File: config.mk
export PLATFORM = sky130hd
export DESIGN_NAME = isa_host_master
export DESIGN_NICKNAME = d
export VERILOG_FILES = /design/src/rtl/isa_pkg.sv /design/src/rtl/isa_host_master.sv
export SDC_FILE = /design/constraint.sdc
export NUM_CORES = 1
export LEC_CHECK = 0
export BUFFER_PORTS_ARGS = -buffer_cell sky130_fd_sc_hd__buf_2
export CORE_MARGIN = 3
export CORE_UTILIZATION = 40
export CTS_CLUSTER_DIAMETER = 60
export CTS_CLUSTER_SIZE = 14
export DETAILED_ROUTE_END_ITERATION = 10
export PLACE_DENSITY = 0.66
export SYNTH_ARGS = -nofsm -noshare
export SYNTH_HDL_FRONTEND = slang
export SYNTH_SLANG_ARGS = --single-unit
File: constraint.sdc
create_clock -name clk -period 2.1 [get_ports clk]
set_input_delay 0.21 -clock clk [delete_from_list [all_inputs] [get_ports clk]]
set_output_delay 0.21 -clock clk [all_outputs]
set_load 0.1 [all_outputs]
File: src/rtl/isa_pkg.sv
// Shared ISA bus definitions: widths, op encodings and host-master state codes.
// Small helpers decode an op into its strobe pattern and its read/write direction.
package isa_pkg;

    localparam int ISA_AW = 20;
    localparam int ISA_DW = 8;

    localparam logic [1:0] ISA_OP_MEMR = 2'b00;
    localparam logic [1:0] ISA_OP_MEMW = 2'b01;
    localparam logic [1:0] ISA_OP_IOR  = 2'b10;
    localparam logic [1:0] ISA_OP_IOW  = 2'b11;

    localparam logic [2:0] ST_IDLE   = 3'd0;
    localparam logic [2:0] ST_SETUP  = 3'd1;
    localparam logic [2:0] ST_STROBE = 3'd2;
    localparam logic [2:0] ST_HOLD   = 3'd3;
    localparam logic [2:0] ST_RESP   = 3'd4;

    // Active-low strobe vector ordered {memr, memw, ior, iow}.
    function automatic logic [3:0] strobe_for_op(input logic [1:0] op);
        logic [3:0] s;
        s = 4'hF;
        unique case (op)
            ISA_OP_MEMR: s = 4'b0111;
            ISA_OP_MEMW: s = 4'b1011;
            ISA_OP_IOR:  s = 4'b1101;
            ISA_OP_IOW:  s = 4'b1110;
        endcase
        return s;
    endfunction

    function automatic logic op_is_read(input logic [1:0] op);
        return ~op[0];
    endfunction

endpackage

File: src/rtl/isa_host_master.sv
// ISA bus initiator: one 8-bit memory/I/O cycle per request, with programmable
// setup, strobe and hold lengths and a single-cycle response pulse.
module isa_host_master
    import isa_pkg::*;
#(
    parameter int SETUP_CYCLES  = 2,
    parameter int STROBE_CYCLES = 8,
    parameter int HOLD_CYCLES   = 2
) (
    input  logic        clk,
    input  logic        reset_l,
    input  logic        req_valid,
    output logic        req_ready,
    input  logic [1:0]  req_op,
    input  logic [19:0] req_addr,
    input  logic [7:0]  req_wdata,
    output logic        rsp_valid,
    output logic [7:0]  rsp_rdata,
    output logic        rsp_dir_err,
    output logic [19:0] bus_a,
    output logic [7:0]  bus_d,
    output logic        bus_memr_l,
    output logic        bus_memw_l,
    output logic        bus_ior_l,
    output logic        bus_iow_l,
    output logic        bus_aen,
    input  logic [7:0]  bus_in,
    input  logic        bus_dir
);

    localparam logic [7:0] SETUP_LOAD  = 8'(SETUP_CYCLES - 1);
    localparam logic [7:0] STROBE_LOAD = 8'(STROBE_CYCLES - 1);
    localparam logic [7:0] HOLD_LOAD   = 8'(HOLD_CYCLES - 1);

    logic [2:0]  state_q, state_d;
    logic [7:0]  cnt_q, cnt_d;
    logic [1:0]  op_q, op_d;
    logic [19:0] addr_q, addr_d;
    logic [7:0]  wdata_q, wdata_d;
    logic [7:0]  cap_q, cap_d;
    logic        dir_seen_q, dir_seen_d;
    logic        ready_q, ready_d;
    logic        rsp_valid_q, rsp_valid_d;
    logic [7:0]  rsp_rdata_q, rsp_rdata_d;
    logic        rsp_dir_err_q, rsp_dir_err_d;
    logic [19:0] bus_a_q, bus_a_d;
    logic [7:0]  bus_d_q, bus_d_d;
    logic [3:0]  strobe_q, strobe_d;
    logic        aen_q, aen_d;
    logic        busy_d;

    always_comb begin
        // NOTE: every always_comb output gets a default first, so no path can infer a latch.
        state_d       = state_q;
        cnt_d         = cnt_q;
        op_d          = op_q;
        addr_d        = addr_q;
        wdata_d       = wdata_q;
        cap_d         = cap_q;
        dir_seen_d    = dir_seen_q;
        rsp_valid_d   = 1'b0;
        rsp_rdata_d   = rsp_rdata_q;
        rsp_dir_err_d = rsp_dir_err_q;

        unique case (state_q)
            ST_IDLE: begin
                if (req_valid && ready_q) begin
                    op_d       = req_op;
                    addr_d     = req_addr;
                    wdata_d    = req_wdata;
                    dir_seen_d = 1'b0;
                    cnt_d      = SETUP_LOAD;
                    state_d    = ST_SETUP;
                end
            end
            ST_SETUP: begin
                if (cnt_q == 8'd0) begin
                    cnt_d   = STROBE_LOAD;
                    state_d = ST_STROBE;
                end else begin
                    cnt_d = cnt_q - 8'd1;
                end
            end
            ST_STROBE: begin
                // Last strobe cycle's sample wins; bus_dir is remembered if ever seen.
                if (op_is_read(op_q)) begin
                    cap_d      = bus_in;
                    dir_seen_d = dir_seen_q | bus_dir;
                end
                if (cnt_q == 8'd0) begin
                    cnt_d   = HOLD_LOAD;
                    state_d = ST_HOLD;
                end else begin
                    cnt_d = cnt_q - 8'd1;
                end
            end
            ST_HOLD: begin
                if (cnt_q == 8'd0) begin
                    state_d       = ST_RESP;
                    rsp_valid_d   = 1'b1;
                    rsp_rdata_d   = op_is_read(op_q) ? cap_q : 8'h00;
                    rsp_dir_err_d = op_is_read(op_q) ? ~dir_seen_q : dir_seen_q;
                end else begin
                    cnt_d = cnt_q - 8'd1;
                end
            end
            ST_RESP: state_d = ST_IDLE;
            default: state_d = ST_IDLE;
        endcase
    end

    // Bus pins are registered from the next state so they leave the flops glitch-free.
    always_comb begin
        busy_d   = (state_d == ST_SETUP) || (state_d == ST_STROBE) || (state_d == ST_HOLD);
        ready_d  = (state_d == ST_IDLE);
        aen_d    = ~busy_d;
        bus_a_d  = busy_d ? addr_d : 20'h0;
        bus_d_d  = (busy_d && !op_is_read(op_d)) ? wdata_d : 8'h00;
        strobe_d = (state_d == ST_STROBE) ? strobe_for_op(op_d) : 4'hF;
    end

    always_ff @(posedge clk) begin
        // NOTE: sequential state uses non-blocking assignments so all flops update together.
        if (!reset_l) begin
            state_q       <= ST_IDLE;
            cnt_q         <= 8'd0;
            op_q          <= ISA_OP_MEMR;
            addr_q        <= 20'h0;
            wdata_q       <= 8'h00;
            cap_q         <= 8'h00;
            dir_seen_q    <= 1'b0;
            ready_q       <= 1'b0;
            rsp_valid_q   <= 1'b0;
            rsp_rdata_q   <= 8'h00;
            rsp_dir_err_q <= 1'b0;
            bus_a_q       <= 20'h0;
            bus_d_q       <= 8'h00;
            strobe_q      <= 4'hF;
            aen_q         <= 1'b1;
        end else begin
            state_q       <= state_d;
            cnt_q         <= cnt_d;
            op_q          <= op_d;
            addr_q        <= addr_d;
            wdata_q       <= wdata_d;
            cap_q         <= cap_d;
            dir_seen_q    <= dir_seen_d;
            ready_q       <= ready_d;
            rsp_valid_q   <= rsp_valid_d;
            rsp_rdata_q   <= rsp_rdata_d;
            rsp_dir_err_q <= rsp_dir_err_d;
            bus_a_q       <= bus_a_d;
            bus_d_q       <= bus_d_d;
            strobe_q      <= strobe_d;
            aen_q         <= aen_d;
        end
    end

    assign req_ready   = ready_q;
    assign rsp_valid   = rsp_valid_q;
    assign rsp_rdata   = rsp_rdata_q;
    assign rsp_dir_err = rsp_dir_err_q;
    assign bus_a       = bus_a_q;
    assign bus_d       = bus_d_q;
    assign bus_memr_l  = strobe_q[3];
    assign bus_memw_l  = strobe_q[2];
    assign bus_ior_l   = strobe_q[1];
    assign bus_iow_l   = strobe_q[0];
    assign bus_aen     = aen_q;

endmodule

==> report_table.html, run 1 <==
<table>
<tr><th>Metric</th><th>Value</th></tr>
<tr><th colspan="2">Placement</th></tr>
<tr><td>Cell count after placement</td><td>roughly 510</td></tr>
<tr><td>HPWL after detailed placement</td><td>4.96 mm</td></tr>
<tr><td>Count of input and output buffers</td><td>85</td></tr>
<tr><td>Weighted congestion at the end of routability-driven global placement</td><td>0.885</td></tr>
<tr><th colspan="2">Synth</th></tr>
<tr><td>Cell variety after synth</td><td>50</td></tr>
<tr><td>Total standard cell area after synthesis</td><td>3310 um2</td></tr>
<tr><td>Yosys top cell area share</td><td>56.8%</td></tr>
<tr><td>Syn Area/Cell</td><td>a little over 10 um2</td></tr>
<tr><td>Synth Area in Compound Gates</td><td>approximately a tenth</td></tr>
<tr><td>Number of synthesized register bits</td><td>94</td></tr>
<tr><td>Number of enable flip-flop cells after synthesis</td><td>0</td></tr>
<tr><td>Main combinational cell family by area after synthesis</td><td>simple AND/OR/NAND/NOR gates</td></tr>
<tr><td>Ranking of synthesized cells by area</td><td>dfxtp_1 57%, mux2i_1 9.7%, nor3_1 4.5%, nor2_1 4.1%, nand2_1 2.9%</td></tr>
<tr><td>XOR/XNOR Fraction of Synth Area</td><td>0.529%</td></tr>
<tr><td>Leading register cell type out of synthesis</td><td>dfxtp_1</td></tr>
<tr><td>Post-synthesis share of cell area spent on full adders, half adders and majority gates</td><td>under 10%</td></tr>
<tr><td>Part of the Yosys area used for sequential elements</td><td>a little under three fifths</td></tr>
<tr><td>Cell type with the largest total area after synthesis</td><td>dfxtp_1</td></tr>
<tr><td>Simple-gate share of the synthesized area</td><td>19.7%</td></tr>
<tr><td>YS warnings</td><td>0</td></tr>
<tr><td>Mapped Nets</td><td>372</td></tr>
<tr><td>Async S/R FF share, synth</td><td>0%</td></tr>
<tr><td>Share of cell area taken by muxes after synthesis</td><td>approximately 9.7%</td></tr>
<tr><td>Post-synthesis cell count</td><td>328</td></tr>
<tr><th colspan="2">CTS</th></tr>
<tr><td>Buffer cell driving the clock tree root</td><td>clkbuf_8</td></tr>
<tr><td>Maximum level of the CTS H-tree</td><td>3</td></tr>
<tr><td>Number of buffers added by the clock tree synthesis step</td><td>9</td></tr>
<tr><td>Insertion delay of the later-clocked pin in the worst-skew pair</td><td>~350 ps</td></tr>
<tr><td>Clock Path Buffers</td><td>2</td></tr>
<tr><td>Num Clock Sinks</td><td>94</td></tr>
<tr><td>TritonCTS clock tree</td><td>done</td></tr>
<tr><td>CTS clk-pin slew, worst paths</td><td>around 100 ps</td></tr>
<tr><th colspan="2">Critical path</th></tr>
<tr><td>Critical Path RT</td><td>2320 ps</td></tr>
<tr><td>Type of element capturing the critical path</td><td>flip-flop</td></tr>
<tr><td>Worst reg2reg path startpoint</td><td>cnt_q[1]</td></tr>
<tr><td>Worst Setup Path Type</td><td>reg2reg</td></tr>
<tr><td>Critical path launch point</td><td>cnt_q[1]</td></tr>
<tr><td>WP data arrival</td><td>~2200 ps</td></tr>
<tr><td>Critical Path Start Type</td><td>flip-flop</td></tr>
<tr><td>Count of cells along the worst register-to-register path</td><td>7</td></tr>
<tr><td>Largest fanout of any net on the critical path</td><td>14</td></tr>
<tr><th colspan="2">Floorplan</th></tr>
<tr><td>Placement Rows</td><td>32</td></tr>
<tr><td>Die H</td><td>between 90 and 100 um</td></tr>
<tr><td>Core area</td><td>7890 um2</td></tr>
<tr><td>Number of placed I/O pins</td><td>86</td></tr>
<tr><td>Starting utilization of the core area</td><td>42.0%</td></tr>
<tr><td>Die X-Extent</td><td>97.0 um</td></tr>
<tr><td>Die outline area</td><td>9410 um2</td></tr>
<tr><th colspan="2">Detailed routing</th></tr>
<tr><td>Sum of routed wire length over all layers</td><td>~7.4 mm</td></tr>
<tr><td>1st-iter DRT viols</td><td>67</td></tr>
<tr><td>Antenna Nets Post-Route</td><td>0</td></tr>
<tr><td>Avg Vias per Cell</td><td>5.03</td></tr>
<tr><td>Initial DRT Pass Iterations</td><td>5</td></tr>
<tr><td>WL/cell</td><td>roughly 14 um</td></tr>
<tr><td>Via Count</td><td>2682</td></tr>
<tr><td>Remaining routing DRC violations</td><td>0</td></tr>
<tr><th colspan="2">Cells and area</th></tr>
<tr><td>Antenna diode count</td><td>0</td></tr>
<tr><td>Share of post-route cells with drive strength above 1</td><td>between 30% and 40%</td></tr>
<tr><td>Post-route insts no fill</td><td>533</td></tr>
<tr><td>Area growth from synthesis to final layout</td><td>26.0%</td></tr>
<tr><td>Share of the core filled with cells</td><td>53.0%</td></tr>
<tr><td>Final #Nets</td><td>470</td></tr>
<tr><th colspan="2">Timing</th></tr>
<tr><td>Final Setup Violations</td><td>0</td></tr>
<tr><td>Unrepaired setup endpoints after global routing</td><td>no</td></tr>
<tr><td>Achievable Freq</td><td>498 MHz</td></tr>
<tr><td>Final slew viol count</td><td>0</td></tr>
<tr><td>Tightest Pin Transition</td><td>between 500 and 600 ps</td></tr>
<tr><td>Final setup TNS</td><td>0 ps</td></tr>
<tr><td>Worst slew margin relative to its limit</td><td>65.9%</td></tr>
<tr><td>Final worst path period share</td><td>between 90% and 100%</td></tr>
<tr><td>Number of failing hold endpoints at the final stage</td><td>0</td></tr>
<tr><td>Worst hold-check slack</td><td>81.5 ps</td></tr>
<tr><td>Worst clock skew</td><td>about 13 ps</td></tr>
<tr><td>Crit path time final</td><td>2010 ps</td></tr>
<tr><th colspan="2">GRT</th></tr>
<tr><td>Largest net degree at the start of global routing</td><td>36</td></tr>
<tr><td>Antenna violations before repair</td><td>0</td></tr>
<tr><td>Grt ovf</td><td>0</td></tr>
<tr><td>All-layer global routing usage</td><td>15.7%</td></tr>
<tr><td>Global-route wire length before repair</td><td>12.2 mm</td></tr>
<tr><td>Number of global-route vias before repair</td><td>2612</td></tr>
<tr><th colspan="2">Power</th></tr>
<tr><td>Internal portion of total power</td><td>3.39 mW</td></tr>
<tr><td>Combinational share of power</td><td>roughly 42%</td></tr>
<tr><td>Flop pwr share</td><td>38.1%</td></tr>
<tr><td>Cell Pwr Density</td><td>1360 nW/um2</td></tr>
<tr><td>Power spent charging and discharging nets</td><td>2.27 mW</td></tr>
<tr><td>Max rail drop VDD</td><td>0.592 mV</td></tr>
<tr><td>Switching share of power</td><td>40.0%</td></tr>
<tr><td>Total leakage power</td><td>around 1.8 nW</td></tr>
<tr><td>Share of total power in the clock network</td><td>19.6%</td></tr>
<tr><th colspan="2">Hold path</th></tr>
<tr><td>Type of the most critical hold path</td><td>in2reg</td></tr>
<tr><td>Launch instance of the worst min-delay path</td><td>bus_in[7]</td></tr>
<tr><td>Hold path depth</td><td>3</td></tr>
<tr><th colspan="2">Outcome</th></tr>
<tr><td>Run status</td><td>finished clean</td></tr>
<tr><th colspan="2">Run</th></tr>
<tr><td>Max-capacitance violation count</td><td>0</td></tr>
</table>
-- synth_stat cells, drive strengths merged, types with 4 or more instances --
cell type	n
nand2b	4
o21ai	4
buf	8
mux2i	32
nand3b	4
a21oi	17
clkbuf	9
inv	6
nand2	26
nand3	7
dfxtp	94
nor2	36
nor3	32
a22o	9
-- registers in the layout, indices dropped and copies added, names as in the netlist --
register	cells
rsp_rdata	8
addr_q	20
bus_aen	1
rsp_dir_err	1
wdata_q	8
bus_a	20
cnt_q	8
bus_d	8
op_q	2
req_ready	1
rsp_valid	1
cap_q	8
strobe_q	4
state_q	3
dir_seen_q	1
-- layout make-up --
cell class	instances	area [um2]
fill	732	3710
sequential	94	1880
multi-input combinational	210	1350
timing repair buffer	104	611
clock buffer	11	141
tap	102	128
clock inverter	5	42.5
inverter	7	26.3
-- metal layers --
layer  routed length [um]  vias up  track usage, %
met5                    0        -               0
met4                   89        0            5.51
met3                  621        8            7.28
met2                 3440       82            24.9
met1                 3210     1252            18.6
li1                     -     1340               -
-- final timing paths --
| check | end | slack [ps] |
|---|---|---|
| min | cap_q[7] | 80 |
| min reg2reg | strobe_q[1] | 460 |
| max | bus_a[5] | 90 |
| max reg2reg | bus_a[5] | 90 |
-- cells by family after synthesis --
kind of cell,Yosys count
AND/OR/NAND/NOR,128
AO/OA/AOI/OAI,45
adder cells (fa/ha/maj),3
multiplexers,32
flip-flops,94
XOR/XNOR,2
buffers and inverters,24
-- repair_timing --
item / 4_1_cts / 5_1_grt
hold buffers: 0 / 0
endpoints found under the setup margin: 0 / 36
gates resized for setup: 0 / 3
hold endpoints to repair: 0 / 0
buffers inserted: 0 / 4
-- power by group through the flow --
stage | logic [mW] | registers (mW) | clock network, mW
6_report | 2.39 | 2.16 | 1.11
3_5_place_dp | 2.24 | 2.20 | 0
5_1_grt | 2.59 | 2.19 | 1.22
4_1_cts | 2.25 | 2.16 | 1.14
2_1_floorplan | 1.23 | 2.59 | 0
3_3_place_gp | 2.24 | 2.19 | 0
-- stage by stage --
step                power [mW]  setup slack [ps]  instance area (um2)
floorplan                 3.82               115                 3320
global placement          4.42               108                 3930
detailed placement        4.44              48.0                 3930
CTS                       5.55              42.1                 4110
global route              6.00              30.9                 4180
finish                    5.66              90.6                 4180
-- placed cells by master, fill, tap and decap left out, types with 3 or more instances in the layout --
| cell | synthesis | layout |
|---|---|---|
| inv_1 | 5 | 4 |
| nand3_1 | 6 | 6 |
| o21ai_0 | 3 | 3 |
| buf_2 | 7 | 85 |
| a21oi_1 | 16 | 16 |
| dfxtp_1 | 94 | 93 |
| nor4_1 | 3 | 3 |
| nor3_1 | 30 | 30 |
| buf_4 | 0 | 16 |
| clkbuf_8 | 0 | 10 |
| nand3b_1 | 4 | 4 |
| mux2i_1 | 32 | 32 |
| nor2_1 | 36 | 36 |
| a22o_1 | 9 | 9 |
| nand2b_1 | 4 | 4 |
| clkinvlp_4 | 0 | 3 |
| nand2_1 | 26 | 26 |
-- critical path: stages (launching register included) --
cell and delay (ps):
dfxtp_1 320, inv_2 70, ha_2 180, or3b_2 460
or3_4 430, nand3_4 160, clkbuf_16 200, nor3_1 50
No activity file was read; power rests on OpenSTA's default activity.
==> run 2: changes to the inputs <==
--- a/config.mk
+++ b/config.mk
@@ -6,12 +6,14 @@
 export NUM_CORES = 1
 export LEC_CHECK = 0
 export BUFFER_PORTS_ARGS = -buffer_cell sky130_fd_sc_hd__buf_2
+export CELL_PAD_IN_SITES_DETAIL_PLACEMENT = 1
+export CELL_PAD_IN_SITES_GLOBAL_PLACEMENT = 2
 export CORE_MARGIN = 3
-export CORE_UTILIZATION = 40
+export CORE_UTILIZATION = 29
 export CTS_CLUSTER_DIAMETER = 60
 export CTS_CLUSTER_SIZE = 14
 export DETAILED_ROUTE_END_ITERATION = 10
-export PLACE_DENSITY = 0.66
+export PLACE_DENSITY_LB_ADDON = 0.1
 export SYNTH_ARGS = -nofsm -noshare
 export SYNTH_HDL_FRONTEND = slang
 export SYNTH_SLANG_ARGS = --single-unit
==> report_table.html, run 2 (synthesized netlist as in run 1, its figures left out) <==
<table>
<tr><th>Metric</th><th>Value</th></tr>
<tr><th colspan="2">Power</th></tr>
<tr><td>Cell Pwr Density</td><td>1440 nW/um2 (+6.2%)</td></tr>
<tr><td>Total leakage power</td><td>1.83 nW (+3.3%)</td></tr>
<tr><td>Max rail drop VDD</td><td>0.692 mV (+17%)</td></tr>
<tr><th colspan="2">Critical path</th></tr>
<tr><td>WP data arrival</td><td>2250 ps (+20 ps)</td></tr>
<tr><td>Critical Path Start Type</td><td>flip-flop</td></tr>
<tr><td>Worst setup endpoint</td><td>bus_a[7]</td></tr>
<tr><td>Crit path cell chain</td><td>inv_1, ha_2, or3b_2, or3_4, nand3_4, clkbuf_16, nor3_1</td></tr>
<tr><td>Worst reg2reg path startpoint</td><td>cnt_q[1]</td></tr>
<tr><td>Largest fanout of any net on the critical path</td><td>9 (-5)</td></tr>
<tr><td>Worst Setup Path Type</td><td>reg2reg</td></tr>
<tr><td>Critical Path RT</td><td>2320 ps (about the same)</td></tr>
<tr><td>Master of the slowest instance on the critical path</td><td>or3b_2</td></tr>
<tr><td>R2R Path End</td><td>bus_a[7]</td></tr>
<tr><td>Type of element capturing the critical path</td><td>flip-flop</td></tr>
<tr><td>Count of cells along the worst register-to-register path</td><td>7 (unchanged)</td></tr>
<tr><td>R2R Setup Slk</td><td>80 ps (-20 ps)</td></tr>
<tr><td>Critical path launch point</td><td>cnt_q[1]</td></tr>
<tr><td>Crit-path max cell delay</td><td>470 ps (about the same)</td></tr>
<tr><th colspan="2">Floorplan</th></tr>
<tr><td>Starting utilization of the core area</td><td>30.2% (-12 points)</td></tr>
<tr><td>Die X-Extent</td><td>113 um (+16%)</td></tr>
<tr><td>Die H</td><td>113 um (+16%)</td></tr>
<tr><td>Die outline area</td><td>12700 um2 (+35%)</td></tr>
<tr><td>Number of placed I/O pins</td><td>86 (unchanged)</td></tr>
<tr><td>Placement Rows</td><td>38 (+19%)</td></tr>
<tr><td>Core area</td><td>11000 um2 (+39%)</td></tr>
<tr><th colspan="2">Placement</th></tr>
<tr><td>HPWL after detailed placement</td><td>6.08 mm (+23%)</td></tr>
<tr><td>Cell count after placement</td><td>552 (+7.8%)</td></tr>
<tr><td>Weighted congestion at the end of routability-driven global placement</td><td>0.728 (-18%)</td></tr>
<tr><td>Count of input and output buffers</td><td>85 (unchanged)</td></tr>
<tr><th colspan="2">Detailed routing</th></tr>
<tr><td>Initial DRT Pass Iterations</td><td>4 (-1)</td></tr>
<tr><td>Via Count</td><td>2658 (-0.89%)</td></tr>
<tr><td>Avg Vias per Cell</td><td>4.67 (-7.2%)</td></tr>
<tr><td>Antenna Nets Post-Route</td><td>0 (unchanged)</td></tr>
<tr><td>WL/cell</td><td>15.3 um (+11%)</td></tr>
<tr><td>1st-iter DRT viols</td><td>91 (+36%)</td></tr>
<tr><td>Remaining routing DRC violations</td><td>0 (unchanged)</td></tr>
<tr><td>Sum of routed wire length over all layers</td><td>8.69 mm (+18%)</td></tr>
<tr><th colspan="2">GRT</th></tr>
<tr><td>Number of global-route vias before repair</td><td>2839 (+8.7%)</td></tr>
<tr><td>Grt ovf</td><td>0 (unchanged)</td></tr>
<tr><td>Antenna violations before repair</td><td>0 (unchanged)</td></tr>
<tr><td>Global-route wire length before repair</td><td>14.1 mm (+16%)</td></tr>
<tr><td>All-layer global routing usage</td><td>14.1% (-1.6 points)</td></tr>
<tr><td>Largest net degree at the start of global routing</td><td>31 (-14%)</td></tr>
<tr><th colspan="2">Timing</th></tr>
<tr><td>Tightest Pin Transition</td><td>553 ps (+42.6 ps)</td></tr>
<tr><td>Achievable Freq</td><td>494 MHz (-0.77%)</td></tr>
<tr><td>Worst clock skew</td><td>6.41 ps (-6.14 ps)</td></tr>
<tr><td>Unrepaired setup endpoints after global routing</td><td>yes</td></tr>
<tr><td>Final slew viol count</td><td>0 (unchanged)</td></tr>
<tr><td>Final Setup Violations</td><td>0 (unchanged)</td></tr>
<tr><td>Crit path time final</td><td>2020 ps (+15.6 ps)</td></tr>
<tr><td>Number of failing hold endpoints at the final stage</td><td>0 (unchanged)</td></tr>
<tr><td>Final worst path period share</td><td>96.4% (+0.74 points)</td></tr>
<tr><td>Worst slew margin relative to its limit</td><td>63.1% (-2.8 points)</td></tr>
<tr><th colspan="2">CTS</th></tr>
<tr><td>Clock Path Buffers</td><td>2 (unchanged)</td></tr>
<tr><td>Hold-fix buffers, CTS</td><td>0 (unchanged)</td></tr>
<tr><td>Buffer cell driving the clock tree root</td><td>clkbuf_16</td></tr>
<tr><td>TritonCTS clock tree</td><td>done</td></tr>
<tr><td>CTS clk-pin slew, worst paths</td><td>60 ps (-40 ps)</td></tr>
<tr><td>Insertion delay of the later-clocked pin in the worst-skew pair</td><td>340 ps (about the same)</td></tr>
<tr><td>Maximum level of the CTS H-tree</td><td>3 (unchanged)</td></tr>
<tr><td>Number of buffers added by the clock tree synthesis step</td><td>9 (unchanged)</td></tr>
<tr><td>Num Clock Sinks</td><td>94 (unchanged)</td></tr>
<tr><th colspan="2">Cells and area</th></tr>
<tr><td>Highest-count cells in the layout ignoring fill and taps</td><td>93 x dfxtp_1, 85 x buf_2, 36 x nor2_1</td></tr>
<tr><td>Share of post-route cells with drive strength above 1</td><td>30.3% (-0.32 points)</td></tr>
<tr><td>Share of the core filled with cells</td><td>39.6% (-13 points)</td></tr>
<tr><td>Area growth from synthesis to final layout</td><td>31.3%</td></tr>
<tr><td>Post-route insts no fill</td><td>569 (+6.8%)</td></tr>
<tr><td>Final #Nets</td><td>469 (-0.21%)</td></tr>
<tr><td>Most common cell after layout, fill and taps aside</td><td>dfxtp_1</td></tr>
<tr><td>Antenna diode count</td><td>0 (unchanged)</td></tr>
<tr><th colspan="2">Hold path</th></tr>
<tr><td>Launch instance of the worst min-delay path</td><td>bus_in[2]</td></tr>
<tr><td>Type of the most critical hold path</td><td>in2reg</td></tr>
<tr><th colspan="2">Outcome</th></tr>
<tr><td>Run status</td><td>finished clean</td></tr>
<tr><th colspan="2">Run</th></tr>
<tr><td>Max-capacitance violation count</td><td>0 (unchanged)</td></tr>
</table>
[run 2: worst min path at each step]
stage,slack (ps),to,cells past startpoint
after floorplan,350,cap_q[0],2
after global placement,440,strobe_q[1],1
after detailed placement,450,cap_q[6],2
after CTS,100,cap_q[2],3
after global routing,120,cap_q[0],3
final,110,cap_q[2],3
[run 2: routing by layer]
metal,GRT usage (%),up-vias,part of all wire (%)
li1,-,1341,-
met1,16.4,1257,46
met2,23.7,54,48
met3,5.51,6,5.7
met4,4.57,0,0.94
met5,0,-,0
[run 2: worst max-delay path: cells and delay by family, from the launching register on]
kind / cells / cell delay [ps]
flops: 1 / 310
fa+ha+maj: 1 / 200
buf+inv: 2 / 290
simple gates: 4 / 1120
[run 2: final cells by class]
class,count,area (um2)
clock buffer,11,243
inverter,7,26.3
fill,1274,6630
sequential,94,1880
timing repair buffer,103,619
multi-input combinational,210,1350
tap,140,175
clock inverter,4,55.1
[run 2: power by group]
group          internal (mW)  total, mW  switching [mW]
clock                  0.955       1.63           0.675
sequential              2.03       2.16           0.126
combinational          0.897       2.48            1.58
total                   3.89       6.27            2.38
[run 2: what timing repair did]
item / 4_1_cts / 5_1_grt
setup endpoints to repair: 1 / 31
buffers inserted: 0 / 1
gates resized for setup: 0 / 4
gates cloned: 0 / 1
pin swaps: 1 / 1
[run 2: through the flow]
stage / hold slack, ps / power, mW / setup TNS [ps] / area [um2] / setup slack [ps]
CTS: 99.9 / 6.25 / 0 / 4290 / 38.9
floorplan: 346 / 3.82 / 0 / 3320 / 115
detailed placement: 450 / 4.58 / 0 / 3990 / 21.4
global placement: 438 / 4.55 / 0 / 3990 / 84.2
finish: 112 / 6.27 / 0 / 4350 / 75.0
global route: 119 / 6.65 / -17.6 / 4350 / -17.6
